`config.mk`:
```
export PLATFORM = sky130hd
export DESIGN_NAME = wb_master_mux
export DESIGN_NICKNAME = d
export VERILOG_FILES = /design/src/rtl/wb_mux_pkg.sv /design/src/rtl/wb_master_mux.sv
export SDC_FILE = /design/constraint.sdc
export NUM_CORES = 1
export LEC_CHECK = 0
export CAP_MARGIN = 20
export CORE_AREA = 2 2 168 170
export DETAILED_ROUTE_END_ITERATION = 7
export DIE_AREA = 0 0 170 172
export PLACE_DENSITY = 0.67
export SLEW_MARGIN = 15
export SYNTH_ARGS = -nofsm -noshare
export SYNTH_HDL_FRONTEND = slang
export SYNTH_SLANG_ARGS = --single-unit
```
`constraint.sdc`:
```
create_clock -name clk -period 2.2 [get_ports clk]
set_input_delay 0.55 -clock clk [delete_from_list [all_inputs] [get_ports clk]]
set_output_delay 0.55 -clock clk [all_outputs]
set_load 0.005 [all_outputs]
```
`src/rtl/wb_mux_pkg.sv`:
```
// Shared types for the 4-master Wishbone request mux.
// Owner index width and mux FSM encoding.
package wb_mux_pkg;

  localparam int NMST  = 4;
  localparam int OWN_W = 2;

  typedef enum logic [1:0] {
    IDLE,
    WAIT,
    DONE
  } wbm_state_t;

endpackage

```
`src/rtl/wb_master_mux.sv`:
```
// 4-master to 1-slave Wishbone mux with owner latch,
// registered slave request and timeout termination.
module wb_master_mux
  import wb_mux_pkg::*;
#(
  parameter int AW      = 32,
  parameter int DW      = 32,
  parameter int TMO_CYC = 255,
  parameter int TMO_W   = 8
) (
  input  logic                 clk,
  input  logic                 rstn,
  input  logic [NMST-1:0]      m_cyc_i,
  input  logic [NMST-1:0]      m_stb_i,
  input  logic [NMST-1:0]      m_we_i,
  input  logic [NMST*AW-1:0]   m_adr_i,
  input  logic [NMST*DW-1:0]   m_wdata_i,
  input  logic [NMST*DW/8-1:0] m_sel_i,
  output logic [NMST-1:0]      m_ack_o,
  output logic [NMST-1:0]      m_err_o,
  output logic [DW-1:0]        m_rdata_o,
  output logic [NMST-1:0]      arb_req_o,
  input  logic [OWN_W-1:0]     arb_gnt_i,
  output logic                 s_cyc_o,
  output logic                 s_stb_o,
  output logic                 s_we_o,
  output logic [AW-1:0]        s_adr_o,
  output logic [DW-1:0]        s_wdata_o,
  output logic [DW/8-1:0]      s_sel_o,
  input  logic                 s_ack_i,
  input  logic                 s_err_i,
  input  logic [DW-1:0]        s_rdata_i
);

  localparam int SW = DW / 8;
  localparam logic [TMO_W-1:0] TMO_LAST =
    TMO_W'(TMO_CYC - 1);

  wbm_state_t        state_q, state_d;
  logic [OWN_W-1:0]  owner_q, owner_d;
  logic [TMO_W-1:0]  tmo_q, tmo_d;
  logic              s_cyc_q, s_cyc_d;
  logic              s_we_q, s_we_d;
  logic [AW-1:0]     s_adr_q, s_adr_d;
  logic [DW-1:0]     s_wdata_q, s_wdata_d;
  logic [SW-1:0]     s_sel_q, s_sel_d;
  logic [NMST-1:0]   ack_q, ack_d;
  logic [NMST-1:0]   err_q, err_d;
  logic [DW-1:0]     rdata_q, rdata_d;
  int                gi;

  assign arb_req_o = m_cyc_i & m_stb_i;
  assign gi        = int'(arb_gnt_i);

  always_comb begin
    state_d   = state_q;
    owner_d   = owner_q;
    tmo_d     = tmo_q;
    s_cyc_d   = s_cyc_q;
    s_we_d    = s_we_q;
    s_adr_d   = s_adr_q;
    s_wdata_d = s_wdata_q;
    s_sel_d   = s_sel_q;
    ack_d     = '0;
    err_d     = '0;
    rdata_d   = rdata_q;
    unique case (state_q)
      IDLE: begin
        if (arb_req_o[arb_gnt_i]) begin
          owner_d   = arb_gnt_i;
          s_we_d    = m_we_i[arb_gnt_i];
          s_adr_d   = m_adr_i[gi*AW +: AW];
          s_wdata_d = m_wdata_i[gi*DW +: DW];
          s_sel_d   = m_sel_i[gi*SW +: SW];
          s_cyc_d   = 1'b1;
          tmo_d     = '0;
          state_d   = WAIT;
        end
      end
      WAIT: begin
        // Abort beats any response; err beats ack; ack beats timeout.
        if (!m_cyc_i[owner_q]) begin
          s_cyc_d = 1'b0;
          state_d = IDLE;
        end else if (s_err_i) begin
          s_cyc_d         = 1'b0;
          err_d[owner_q]  = 1'b1;
          state_d         = DONE;
        end else if (s_ack_i) begin
          s_cyc_d         = 1'b0;
          ack_d[owner_q]  = 1'b1;
          rdata_d         = s_rdata_i;
          state_d         = DONE;
        end else if (tmo_q == TMO_LAST) begin
          s_cyc_d         = 1'b0;
          err_d[owner_q]  = 1'b1;
          state_d         = DONE;
        end else begin
          tmo_d = tmo_q + 1'b1;
        end
      end
      DONE: state_d = IDLE;
      default: state_d = IDLE;
    endcase
  end

  always_ff @(posedge clk or negedge rstn) begin
    if (!rstn) begin
      state_q   <= IDLE;
      owner_q   <= '0;
      tmo_q     <= '0;
      s_cyc_q   <= 1'b0;
      s_we_q    <= 1'b0;
      s_adr_q   <= '0;
      s_wdata_q <= '0;
      s_sel_q   <= '0;
      ack_q     <= '0;
      err_q     <= '0;
      rdata_q   <= '0;
    end else begin
      state_q   <= state_d;
      owner_q   <= owner_d;
      tmo_q     <= tmo_d;
      s_cyc_q   <= s_cyc_d;
      s_we_q    <= s_we_d;
      s_adr_q   <= s_adr_d;
      s_wdata_q <= s_wdata_d;
      s_sel_q   <= s_sel_d;
      ack_q     <= ack_d;
      err_q     <= err_d;
      rdata_q   <= rdata_d;
    end
  end

  assign s_cyc_o   = s_cyc_q;
  assign s_stb_o   = s_cyc_q;
  assign s_we_o    = s_we_q;
  assign s_adr_o   = s_adr_q;
  assign s_wdata_o = s_wdata_q;
  assign s_sel_o   = s_sel_q;
  assign m_ack_o   = ack_q;
  assign m_err_o   = err_q;
  assign m_rdata_o = rdata_q;

endmodule
```
After elaboration in Yosys (flattened, before gate mapping)
Index checks and enable logic that the tools add are counted.
{ "totals": {"ff_bits": 122, "input_bits": 322, "out_inout_bits": 115, "word_cells": 71} }
{ "op_classes": {"addsub": 1, "order_cmp": 3, "eq_ne": 8, "n_shift": 3, "n_mux": 35, "n_bitwise": 2, "reduce_logical": 8} }
{ "ops": {"columns": ["op", "count"], "rows": [
  ["$shiftx A128 B8 Y32", 2],
  ["$mux W8", 5],
  ["$mux W4", 9],
  ["$pmux W8 S2", 1],
  ["$shiftx A16 B5 Y4", 1],
  ["$mux W2", 5],
  ["$ne A2 B2 Y1 const B", 5],
  ["$mux W1", 9],
  ["$add A8 B1 Y8 const B", 1],
  ["$eq A8 B8 Y1 const B", 1],
  ["$bmux W1 S2", 3],
  ["$lt A2 B3 Y1 const B", 2],
  ["$reduce_and A6 Y1", 1],
  ["$ne A5 B5 Y1 const B", 1],
  ["$and A4 B4 Y4", 1],
  ["$pmux W2 S2", 1],
  ["$reduce_and A2 Y1", 2],
  ["$reduce_and A4 Y1", 1],
  ["$reduce_and A3 Y1", 1],
  ["$demux W1 S2", 1],
  ["$eq A2 B1 Y1 const B", 1],
  ["$ge A2 B1 Y1 const B", 1],
  ["$logic_not A2 Y1", 1],
  ["$pmux W1 S2", 1],
  ["other kinds (3)", 3]
]} }

Longest topological paths before layout
Gate-level depths: netlist (run 1).
{ "logic_depth": {"ltp_word": 9, "ltp_mapped": 7, "depth_no_buf": 6} }

Least setup slack after synthesis (run 1)
OpenSTA, ideal clock, no wires.
{ "synth_timing": {"path_type": "input port to flip-flop", "start": "in arb_gnt_i[1]", "end": "reg tmo_q[1]", "setup_ns": 0.125, "arrival_ns": 1.915, "t_required_ns": 2.075, "setup_slack_ns": 0.160, "cell_stages": 5, "path_buffers": 1, "path_cell_list": "clkbuf_1 > nor4bb_1 > o41ai_4 > o21ai_2 > mux2_2"} }
{ "synth_between": {"elab_chain_len": 4} }
{ "synth_rtl": {"columns": ["item", "line", "source"], "rows": [
  ["start, declared", "wb_master_mux.sv:23", "input logic [OWN_W-1:0] arb_gnt_i,"],
  ["$bmux W1 S2", "wb_master_mux.sv:69", "if (arb_req_o[arb_gnt_i]) begin"],
  ["$mux W1 (implied by the code)", "wb_master_mux.sv:69", null],
  ["$ne A2 B2 Y1 (no source line)", null, null],
  ["$reduce_and A6 Y1 (no source line)", null, null],
  ["end signal, assigned", "wb_master_mux.sv:123", "tmo_q <= tmo_d;"],
  ["end, declared", "wb_master_mux.sv:41", "logic [TMO_W-1:0] tmo_q, tmo_d;"]
]} }
Every way passes these cells. The select of a mux whose other input is x is not followed.
A chain may end at the register's enable or synchronous reset.

Worst setup path after layout (run 1)
{ "layout_timing": {"start": "in m_stb_i[1]", "end": "out arb_req_o[1]"} }
{ "layout_between": {"elab_chain_len": 1} }
{ "layout_rtl": {"columns": ["item", "line", "source"], "rows": [
  ["start, declared", "wb_master_mux.sv:14", "input logic [NMST-1:0] m_stb_i,"],
  ["$and A4 B4 Y4", "wb_master_mux.sv:52", "assign arb_req_o = m_cyc_i & m_stb_i;"],
  ["end, declared", "wb_master_mux.sv:22", "output logic [NMST-1:0] arb_req_o,"]
]} }
Every way passes these cells.

==> out/summary.md, run 1 <==
- **Max stage delay cell, worst path** clkdlybuf4s50_1
- **commonest non-fill, non-tap cells in the layout** 427 x clkdlybuf4s50_1, 215 x nand2_1, 122 x dfrtp_1, 69 x mux4_2, 33 x mux2_2
- **RSZ-0062 raised after global routing** false
- **XOR/XNOR Fraction of Synth Area** 0
- **area share of and/or/nand/nor cells after synthesis** 0.161
- **number of antenna diodes** 0
- **sequential fraction of design power** 0.345
- **Leakage** 5.02 nW
- **FMAX** 496 MHz
- **adder-cell share of the synthesized area** 0.00388
- **Top FF cell, synth** dfrtp_1
- **Switch Pwr** 0.00298 W
- **synthesized net count** 872
- **maximum vdd ir drop** 448 uV
- **via count** 5977
- **number of maximum-capacitance violations** 0
- **Post-layout nets** 1310
- **area after detailed placement** 11300 sq um
- **Setup TNS Final** 0 ps
- **count of final setup violators** 0
- **pwr dens** 856 nW/um^2
- **number of fill cells** 2654
- **fraction of synthesized area in multiplexers** 0.302
- **Final period util** 0.917
- **reg-to-reg critical path startpoint** owner_q[1]
- **antenna-violating nets left** 0
- **net switching fraction of the power** 0.293
- **RD Place Congestion** 0.784
- **worst reg2reg path depth** 5
- **Final Total Pwr** 0.0102 W
- **part of the power in combinational logic** 0.380
- **proportion of power drawn by the clock network** 0.275
- **GRT Total Usage** 0.157
- **type of the setup path with the least slack** in -> out
- **Core Footprint** 27500 sq um
- **share of post-route cells with drive strength above 1** 0.162
- **clock slew seen by the registers of the worst setup and hold paths** 60 ps
- **register-to-register setup slack** 360 ps
- **synthesis-to-finish area growth** 84.5%
- **initial cell density of the core** 0.235
- **count of pins on the block boundary** 437
- **die width** 170 microns
- **source-to-sink clock delay at the later pin of the worst-skew pair** 420 ps
- **max-slew violations** 0
- **dominant combinational cell family by area after synthesis** multiplexers
- **number of flops mapped to enable cells by yosys** 0
- **post-CTS repair timing setup buffer count** 0
- **number of clock buffers inserted by TritonCTS** 17
- **total non-filler cell area in the finished layout** 11900 sq um
- **drt first pass iters** 4
- **count of buffers inserted at the top-level ports** 436
- **P_int** 0.00719 W
- **share of async-settable or async-resettable flops after synthesis** 1.00
- **pin slew with the least headroom to its limit** 570 ps
- **TritonCTS clock tree** done
- **arrival time of data at the critical path endpoint** 1470 ps
- **Worst Hold Margin** 35.5 ps
- **Netlist Area Pre-Place** 6440 sq um
- **highest net fanout along the worst path** 2
- **worst flop-to-flop path endpoint** m_rdata_o[20]
- **fraction of the mapped netlist area in compound gates** 0.0303
- **Largest stage delay, worst path** 490 ps
- **Top Family by Delay on Critical Path** buffers and inverters
- **residual overflow from global routing** 0
- **number of unique standard cell types used by synthesis** 38
- **DRC viols** 0
- **synthesized area divided by synthesized cell count** 11.8 sq um
- **minimum clock period after layout** 2020 ps
- **maximum number of pins on one net before global-route repair** 59
- **y dimension of the die** 172 microns
- **synthesized instance count** 548
- **CP Launch Type** input port
- **Iter 0 DRT Violations** 196
- **Clock Skews** 14.8 ps
- **CTS hold repair buffers** 0
- **first-pass GRT wire length** 34.3 mm
- **worst-path cell chain** dlygate4sd2_1, and2_1, clkdlybuf4s50_1
- **via-per-instance ratio** 4.44
- **Warnings, synthesis** 0
- **sequential fraction of the synthesis area** 0.474
- **Die Area** 29200 sq um
- **most frequent standard cell in the layout excluding fill and tap cells** clkdlybuf4s50_1
- **status** complete, no violations
- **hpwl dp** 19.4 mm
- **Slew HR** 0.616
- **root buffer cell** clkbuf_16
- **CTS Sinks** 122
- **CP bufs+invs** 2
- **number of synthesized register bits** 122
- **maximum buffer depth of the clock tree** 2
- **Resized cells post-CTS** 7
- **number of global-route vias before repair** 6157
- **number of antenna violations at the first check in global routing** 0
- **placement row count** 61
- **final core utilization** 0.433
- **worst min-delay path class** in -> async
- **final hold vios** 0
- **wire length per cell after detailed routing** 17.8 microns
- **Total Wirelength** 23.9 mm
- **H-Tree Level Count** 4
- **data required time of the critical path** 1650 ps
- **endpoint type of the worst setup path** output pin
-- cell type report --
cell class	instances	area, sq um	area share
multi-input cells	387	3210	0.270
flip-flops and latches	122	3050	0.257
repair buffers	456	4600	0.387
inverters	2	7.51	0.000632
clock buffers	17	425	0.0358
clock inverters	15	156	0.0132
well taps	346	433	0.0364
-- Yosys cell counts (2+ instances only) --
cell      instances  area [sq um]
a21oi_1           3          15.0
a31oi_1           6          37.5
and2_1            4          25.0
and3_1            2          12.5
and4b_1           2          20.0
buf_1             7          26.3
buf_2            11          55.1
buf_6             3          33.8
clkbuf_1         15          56.3
dfrtp_1         122          3050
ha_1              2          25.0
inv_1             2          7.51
mux2_2           33           372
mux2i_1           2          20.0
mux4_2           69          1550
nand2_1         215           807
nand2b_1          4          25.0
nand3_1           4          20.0
nand3b_1          2          15.0
nor2_1           13          48.8
nor3_1            4          20.0
o211ai_1          2          15.0
o21a_1            3          22.5
o21ai_0           4          20.0
-- cell families after synthesis --
kind of cell               Yosys count
and+or+nand+nor                    256
DFF                                122
muxes                              104
buffers and inverters               39
AOI/OAI and AO/OA                   25
adders and majority gates            2
-- worst reg2reg max path, stage by stage (launching register included) --
cell and delay [ps]:
dfrtp_1 470, mux2i_1 350, o22ai_2 150, nand3b_1 150
buf_12 220, mux2_2 400
-- layer usage --
layer  GRT usage  routed length (microns)  vias up
li1            -                        -     2824
met4      0.0505                      421        0
met3      0.0439                     1940       19
met5           0                        0        -
met2       0.276                    12100      277
met1       0.185                     9460     2857
-- registers in the layout, indices dropped and copies added (netlist names), 2 cells and up --
name / count
owner_q: 2
m_err_o: 4
s_wdata_o: 32
m_ack_o: 4
tmo_q: 8
s_sel_o: 4
s_adr_o: 32
state_q: 2
m_rdata_o: 32
-- power by group through the flow --
| stage | combinational [W] | sequential, W | clock (W) |
|---|---|---|---|
| after floorplan | 0.00116 | 0.00357 | 0 |
| after global routing | 0.00418 | 0.00361 | 0.00300 |
| after detailed placement | 0.00394 | 0.00356 | 0 |
| after global placement | 0.00389 | 0.00353 | 0 |
| final | 0.00387 | 0.00350 | 0.00280 |
| after CTS | 0.00394 | 0.00352 | 0.00290 |
-- through the flow --
stage / setup slack [ps] / instances
6_report: 183 / 1345
5_1_grt: 146 / 1345
4_1_cts: 166 / 1345
3_5_place_dp: -194 / 1313
3_3_place_gp: -160 / 1313
2_1_floorplan: 160 / 548
-- how the worst max path moves through the flow --
stage / startpoint / to / slack, ps / cells after the start
CTS: m_stb_i[1] / arb_req_o[1] / 170 / 3
detailed placement: m_stb_i[1] / s_sel_o[2] / -190 / 7
global route: m_stb_i[1] / arb_req_o[1] / 150 / 3
finish: m_stb_i[1] / arb_req_o[1] / 180 / 3
floorplan: arb_gnt_i[1] / tmo_q[1] / 160 / 5
global placement: m_stb_i[1] / s_wdata_o[25] / -160 / 7
Power figures use the tool's default switching activity.
==> inputs of run 2 (changes only) <==
RECOVER_POWER = 25   (was unset)
==> run 2 against run 1 <==
  * Sequential share of layout area grew 0.054 points
  * Register-to-register slack lost 30 ps
  * Combinational power is essentially flat
  * Sequential power is essentially flat
  * Non-clock buffer count is the same
  * Clock power is essentially flat
  * Clock skew is essentially flat
  * Critical endpoint unchanged
  * Largest cell class unchanged
  * Highest routed layer unchanged
==> out/summary.md, run 2 (synthesis results as in run 1) <==
- **status** complete, no violations
- **number of global-route vias before repair** 6157, unchanged
- **antenna-violating nets left** 0, unchanged
- **Final period util** 0.916, about the same
- **die width** 170 microns, unchanged
- **worst min-delay path class** in -> async
- **number of maximum-capacitance violations** 0, unchanged
- **register-to-register setup slack** 330 ps, -30 ps
- **clock slew seen by the registers of the worst setup and hold paths** 60 ps, about the same
- **CP Launch Type** input port
- **residual overflow from global routing** 0, unchanged
- **CTS Sinks** 122, unchanged
- **worst reg2reg path depth** 5, unchanged
- **Leakage** 5.01 nW, -0.21%
- **max-slew violations** 0, unchanged
- **number of antenna diodes** 0, unchanged
- **worst flop-to-flop path endpoint** m_rdata_o[20]
- **maximum buffer depth of the clock tree** 2, unchanged
- **source-to-sink clock delay at the later pin of the worst-skew pair** 420 ps, about the same
- **FMAX** 496 MHz, about the same
- **pwr dens** 857 nW/um^2, +0.13%
- **Die Area** 29200 sq um, unchanged
- **final hold vios** 0, unchanged
- **Setup TNS Final** 0 ps, unchanged
- **number of antenna violations at the first check in global routing** 0, unchanged
- **TritonCTS clock tree** done
- **Slew HR** 0.351, -0.265
- **root buffer cell** clkbuf_16
- **most frequent standard cell in the layout excluding fill and tap cells** clkdlybuf4s50_1
- **Iter 0 DRT Violations** 215, +9.7%
- **Worst Setup Slack post-DPL** -194 ps, unchanged
- **maximum number of pins on one net before global-route repair** 59, unchanged
- **wire length per cell after detailed routing** 17.8 microns, about the same
- **endpoint type of the worst setup path** output pin
- **GRT Total Usage** 0.157, unchanged
- **data required time of the critical path** 1650 ps, about the same
- **RSZ-0062 raised after global routing** false
- **Total Wirelength** 23.9 mm, about the same
- **RD Place Congestion** 0.784, unchanged
- **DRC viols** 0, unchanged
- **count of pins on the block boundary** 437, unchanged
- **number of clock buffers inserted by TritonCTS** 17, unchanged
- **highest net fanout along the worst path** 2, unchanged
- **pin slew with the least headroom to its limit** 973 ps, +403 ps
- **minimum clock period after layout** 2020 ps, -0.917 ps
- **placement row count** 61, unchanged
- **count of buffers inserted at the top-level ports** 436, unchanged
- **type of the setup path with the least slack** in -> out
- **y dimension of the die** 172 microns, unchanged
- **Core Footprint** 27500 sq um, unchanged
- **Post-layout nets** 1310, unchanged
- **H-Tree Level Count** 4, unchanged
- **initial cell density of the core** 0.235, unchanged
- **post-CTS repair timing setup buffer count** 0, unchanged
- **hpwl dp** 19.4 mm, unchanged
- **via count** 5979, +0.033%
- **maximum vdd ir drop** 447 uV, -0.11%
- **Clock Skews** 14.9 ps, +0.0971 ps
- **reg-to-reg critical path startpoint** owner_q[1]
- **arrival time of data at the critical path endpoint** 1470 ps, about the same
- **first-pass GRT wire length** 34.3 mm, unchanged
- **share of post-route cells with drive strength above 1** 0.161, -0.00100
- **via-per-instance ratio** 4.45, about the same
- **synthesis-to-finish area growth** 84.1%
- **Worst Setup Slack, final** 184 ps, +0.917 ps
- **commonest non-fill, non-tap cells in the layout** 427 x clkdlybuf4s50_1, 215 x nand2_1, 122 x dfrtp_1, 69 x mux4_2, 33 x mux2_2
- **CTS hold repair buffers** 0, unchanged
- **count of final setup violators** 0, unchanged
- **drt first pass iters** 4, unchanged
run 2: what timing repair did:
| action | in CTS | in global routing |
|---|---|---|
| hold endpoints to repair | 0 | 0 |
| endpoints found under the setup margin | 4 | 0 |
| gates resized for setup | 7 | 0 |
run 2: worst max path at each step:
stage                       from            end  cells past startpoint
floorplan           arb_gnt_i[1]       tmo_q[1]                      5
global placement      m_stb_i[1]  s_wdata_o[25]                      7
detailed placement    m_stb_i[1]     s_sel_o[2]                      7
CTS                   m_stb_i[1]   arb_req_o[1]                      3
global route          m_stb_i[1]   arb_req_o[1]                      3
finish                m_stb_i[1]   arb_req_o[1]                      3
run 2: metrics by stage:
| step | instance area [sq um] | hold slack [ps] | instances | power (W) | utilization |
|---|---|---|---|---|---|
| floorplan | 6440 | 254 | 548 | 0.00473 | - |
| global placement | 11300 | 458 | 1313 | 0.00741 | 0.412 |
| detailed placement | 11300 | 462 | 1313 | 0.00749 | 0.412 |
| CTS | 11900 | 33.0 | 1345 | 0.0104 | 0.433 |
| global route | 11900 | 348 | 1345 | 0.0108 | 0.432 |
| finish | 11900 | 283 | 1345 | 0.0102 | 0.432 |
run 2: cell type report:
type,count,area [sq um]
Fill cell,2659,15600
Clock inverter,15,156
Tap cell,346,433
Multi-Input combinational cell,387,3210
Inverter,2,7.51
Timing Repair Buffer,456,4580
Clock buffer,17,425
Sequential cell,122,3050
run 2: worst max-delay path: stages:
cell	delay, ps
dlygate4sd2_1	270
and2_1	150
clkdlybuf4s50_1	490
run 2: layer usage:
metal	GRT usage	share of wire	up-vias
li1	-	-	2824
met1	0.185	0.39	2859
met2	0.276	0.51	277
met3	0.0439	0.082	19
met4	0.0505	0.018	0
met5	0	0	-
run 2: power breakdown:
group	switching [W]	total (W)	internal, W
logic	0.00133	0.00386	0.00253
clock network	0.00120	0.00280	0.00160
registers	0.000450	0.00350	0.00306
total	0.00297	0.0102	0.00719
==> inputs of run 3 (changes only) <==
CORE_AREA = 2 2 171 173   (was 2 2 168 170)
CTS_BUF_LIST = sky130_fd_sc_hd__clkbuf_4   (was unset)
DIE_AREA = 0 0 173 175   (was 0 0 170 172)
PLACE_DENSITY = 0.66   (was 0.67)
SLEW_MARGIN = 20   (was 15)
==> run 3 against run 2 <==
  * First-iteration DRC count rose by 36%
  * Register-to-register slack got worse by 110 ps
  * Design area fell by 2.3%
  * Clock skew rose by 1.6 ps
  * Via count rose by 0.80%
  * Critical path type is now in -> reg
  * Largest cell class unchanged
  * Final cell count rose by 2.8%
  * Power fell by 12%
  * Die area rose by 3.5%
  * Sequential power barely moved
  * Non-clock buffer count fell by 1
  * Sequential cell count did not move
  * Critical path depth rose by 4
==> out/summary.md, run 3 (synthesis results as in run 1) <==
- **reg-to-reg critical path startpoint** owner_q[1]
- **worst-path cell chain** clkdlybuf4s50_1, nor4bb_1, buf_4, o41ai_4, buf_4, nand2_1, nand2_1
- **layer with the highest usage after global routing** met2
- **RSZ-0062 raised after global routing** false
- **worst flop-to-flop path endpoint** m_rdata_o[13]
- **number of maximum-capacitance violations** 0, unchanged
- **H-Tree Level Count** 4, unchanged
- **via-per-instance ratio** 4.36, -2.0%
- **post-CTS repair timing setup buffer count** 0, unchanged
- **Clock Skews** 16.5 ps, +1.60 ps
- **initial cell density of the core** 0.227, -0.00757
- **endpoint type of the worst setup path** flip-flop
- **Total Wirelength** 24.3 mm, +1.7%
- **placement row count** 62, +1.6%
- **DRC viols** 0, unchanged
- **pwr dens** 774 nW/um^2, -9.6%
- **wire length per cell after detailed routing** 17.6 microns, -1.1%
- **clock slew seen by the registers of the worst setup and hold paths** 120 ps, +60 ps
- **fraction of met1 tracks used by global routing** 0.191, +0.00616
- **data required time of the critical path** 2640 ps, +990 ps
- **share of post-route cells with drive strength above 1** 0.155, -0.00585
- **die width** 173 microns, +1.8%
- **CP Launch Type** input port
- **antenna-violating nets left** 0, unchanged
- **arrival time of data at the critical path endpoint** 2490 ps, +1020 ps
- **maximum buffer depth of the clock tree** 2, unchanged
- **via count** 6027, +0.80%
- **Stages on worst setup path** 7, +4
- **Leakage** 4.89 nW, -2.4%
- **CTS Sinks** 122, unchanged
- **synthesis-to-finish area growth** 79.8%
- **pin slew with the least headroom to its limit** 1290 ps, +314 ps
- **post-layout instance count excluding filler cells** 1383, +2.8%
- **depth of the worst hold-timing path** 3
- **register-to-register setup slack** 220 ps, -110 ps
- **residual overflow from global routing** 0, unchanged
- **y dimension of the die** 175 microns, +1.7%
- **GRT Total Usage** 0.160, +0.00323
- **most frequent standard cell in the layout excluding fill and tap cells** clkdlybuf4s50_1
- **total non-filler cell area in the finished layout** 11600 sq um, -2.3%
- **CP bufs+invs** 3, +1
- **Worst Hold Margin** 324 ps, +41.1 ps
- **maximum number of pins on one net before global-route repair** 72, +22%
- **worst reg2reg path depth** 5, unchanged
- **TritonCTS clock tree** done
- **source-to-sink clock delay at the later pin of the worst-skew pair** 510 ps, +90 ps
- **met3 capacity usage during global routing** 0.0503, +0.00632
- **count of final setup violators** 0, unchanged
- **Final period util** 0.930, +0.0136
- **type of the setup path with the least slack** in -> reg
- **Iter 0 DRT Violations** 293, +36%
- **worst min-delay path class** in -> reg
- **highest net fanout along the worst path** 45, +43
- **Slew HR** 0.142, -0.209
- **RD Place Congestion** 0.784, about the same
- **number of antenna violations at the first check in global routing** 1, +1
- **Core Footprint** 28400 sq um, +3.3%
- **first-pass GRT wire length** 37.1 mm, +8.1%
- **count of pins on the block boundary** 437, unchanged
- **source of the worst hold timing path** arb_gnt_i[0]
- **hpwl dp** 19.3 mm, -0.28%
- **number of global-route vias before repair** 6365, +3.4%
- **final hold vios** 0, unchanged
- **placed instance count** 1349, +2.7%
- **FMAX** 489 MHz, -1.5%
- **count of buffers inserted at the top-level ports** 436, unchanged
- **status** complete, no violations
- **drt first pass iters** 6, +2
- **root buffer cell** clkbuf_4
- **Max stage delay cell, worst path** buf_4
- **number of clock buffers inserted by TritonCTS** 17, unchanged
- **minimum clock period after layout** 2050 ps, +30.0 ps
- **maximum vdd ir drop** 284 uV, -36%
- **destination of the worst hold path** owner_q[0]
- **max-slew violations** 0, unchanged
- **Die Area** 30300 sq um, +3.5%
- **number of fill cells** 2779, +4.5%
- **Top Family by Delay on Critical Path** buffers and inverters
- **commonest non-fill, non-tap cells in the layout** 426 x clkdlybuf4s50_1, 215 x nand2_1, 122 x dfrtp_1, 69 x mux4_2, 33 x mux2_2
- **Post-layout nets** 1309, -0.076%
- **area after detailed placement** 11300 sq um, +0.18%
- **Largest stage delay, worst path** 510 ps, +20 ps
- **met2 layer usage reported by global route** 0.275, -0.00131
run 3: changes by cell type in the layout (fill, tap and decap cells not counted), sizes merged, moves of 2 or more:
cell / previous run / this run
clkinv: 2 / 7
inv: 11 / 6
buf: 20 / 18
dlymetal6s2s: 0 / 2
clkinvlp: 3 / 1
run 3: through the flow:
stage                      util  setup WS, ps  power (W)  setup TNS (ps)
after detailed placement  0.399          -341    0.00743          -28280
after CTS                 0.409          14.0    0.00915               0
after global routing      0.408          55.3    0.00958               0
after global placement    0.399          -310    0.00737          -27370
after floorplan               -           160    0.00473               0
final                     0.408           154    0.00897               0
run 3: repair_timing:
action | CTS | global route
gates resized for setup | 5 | 2
setup endpoints to repair | 4 | 2
endpoints found under the hold margin | 71 | 0
hold buffers | 1 | 0
run 3: where the power goes:
group / switching, W / internal [W] / leakage, nW
Clock: 0.000956 / 0.000694 / 0.150
Combinational: 0.00130 / 0.00250 / 3.20
Sequential: 0.000472 / 0.00304 / 1.54
Total: 0.00273 / 0.00624 / 4.89
run 3: worst max-delay path by stage:
stage	start	endpoint	slack [ps]
floorplan	arb_gnt_i[1]	tmo_q[1]	160
global placement	m_cyc_i[0]	s_sel_o[0]	-310
detailed placement	m_cyc_i[3]	s_adr_o[25]	-340
CTS	m_stb_i[3]	arb_req_o[3]	10
global route	s_wdata_o[24]	s_wdata_o[24]	60
finish	m_stb_i[0]	s_adr_o[24]	150
run 3: layout make-up:
cell class	count	area (sq um)	share of cell area
Sequential cell	122	3050	0.263
Tap cell	384	480	0.0415
Clock inverter	14	145	0.0125
Multi-Input combinational cell	387	3210	0.277
Timing Repair Buffer	455	4560	0.393
Inverter	2	7.51	0.000648
Antenna cell	1	2.50	0.000216
Clock buffer	18	135	0.0117
run 3: worst register-to-register path: stages, from the launching register on:
cell and delay (ps):
dfrtp_1 570, mux2i_1 400, o22ai_2 150, nand3b_1 150, buf_12 220, mux2_2 380
run 3: metal layers:
layer	part of all wire	wire length, microns	vias up
met2	0.50	12200	296
met3	0.075	1820	19
li1	-	-	2820
met1	0.41	9910	2892
met5	0	0	-
met4	0.017	423	0
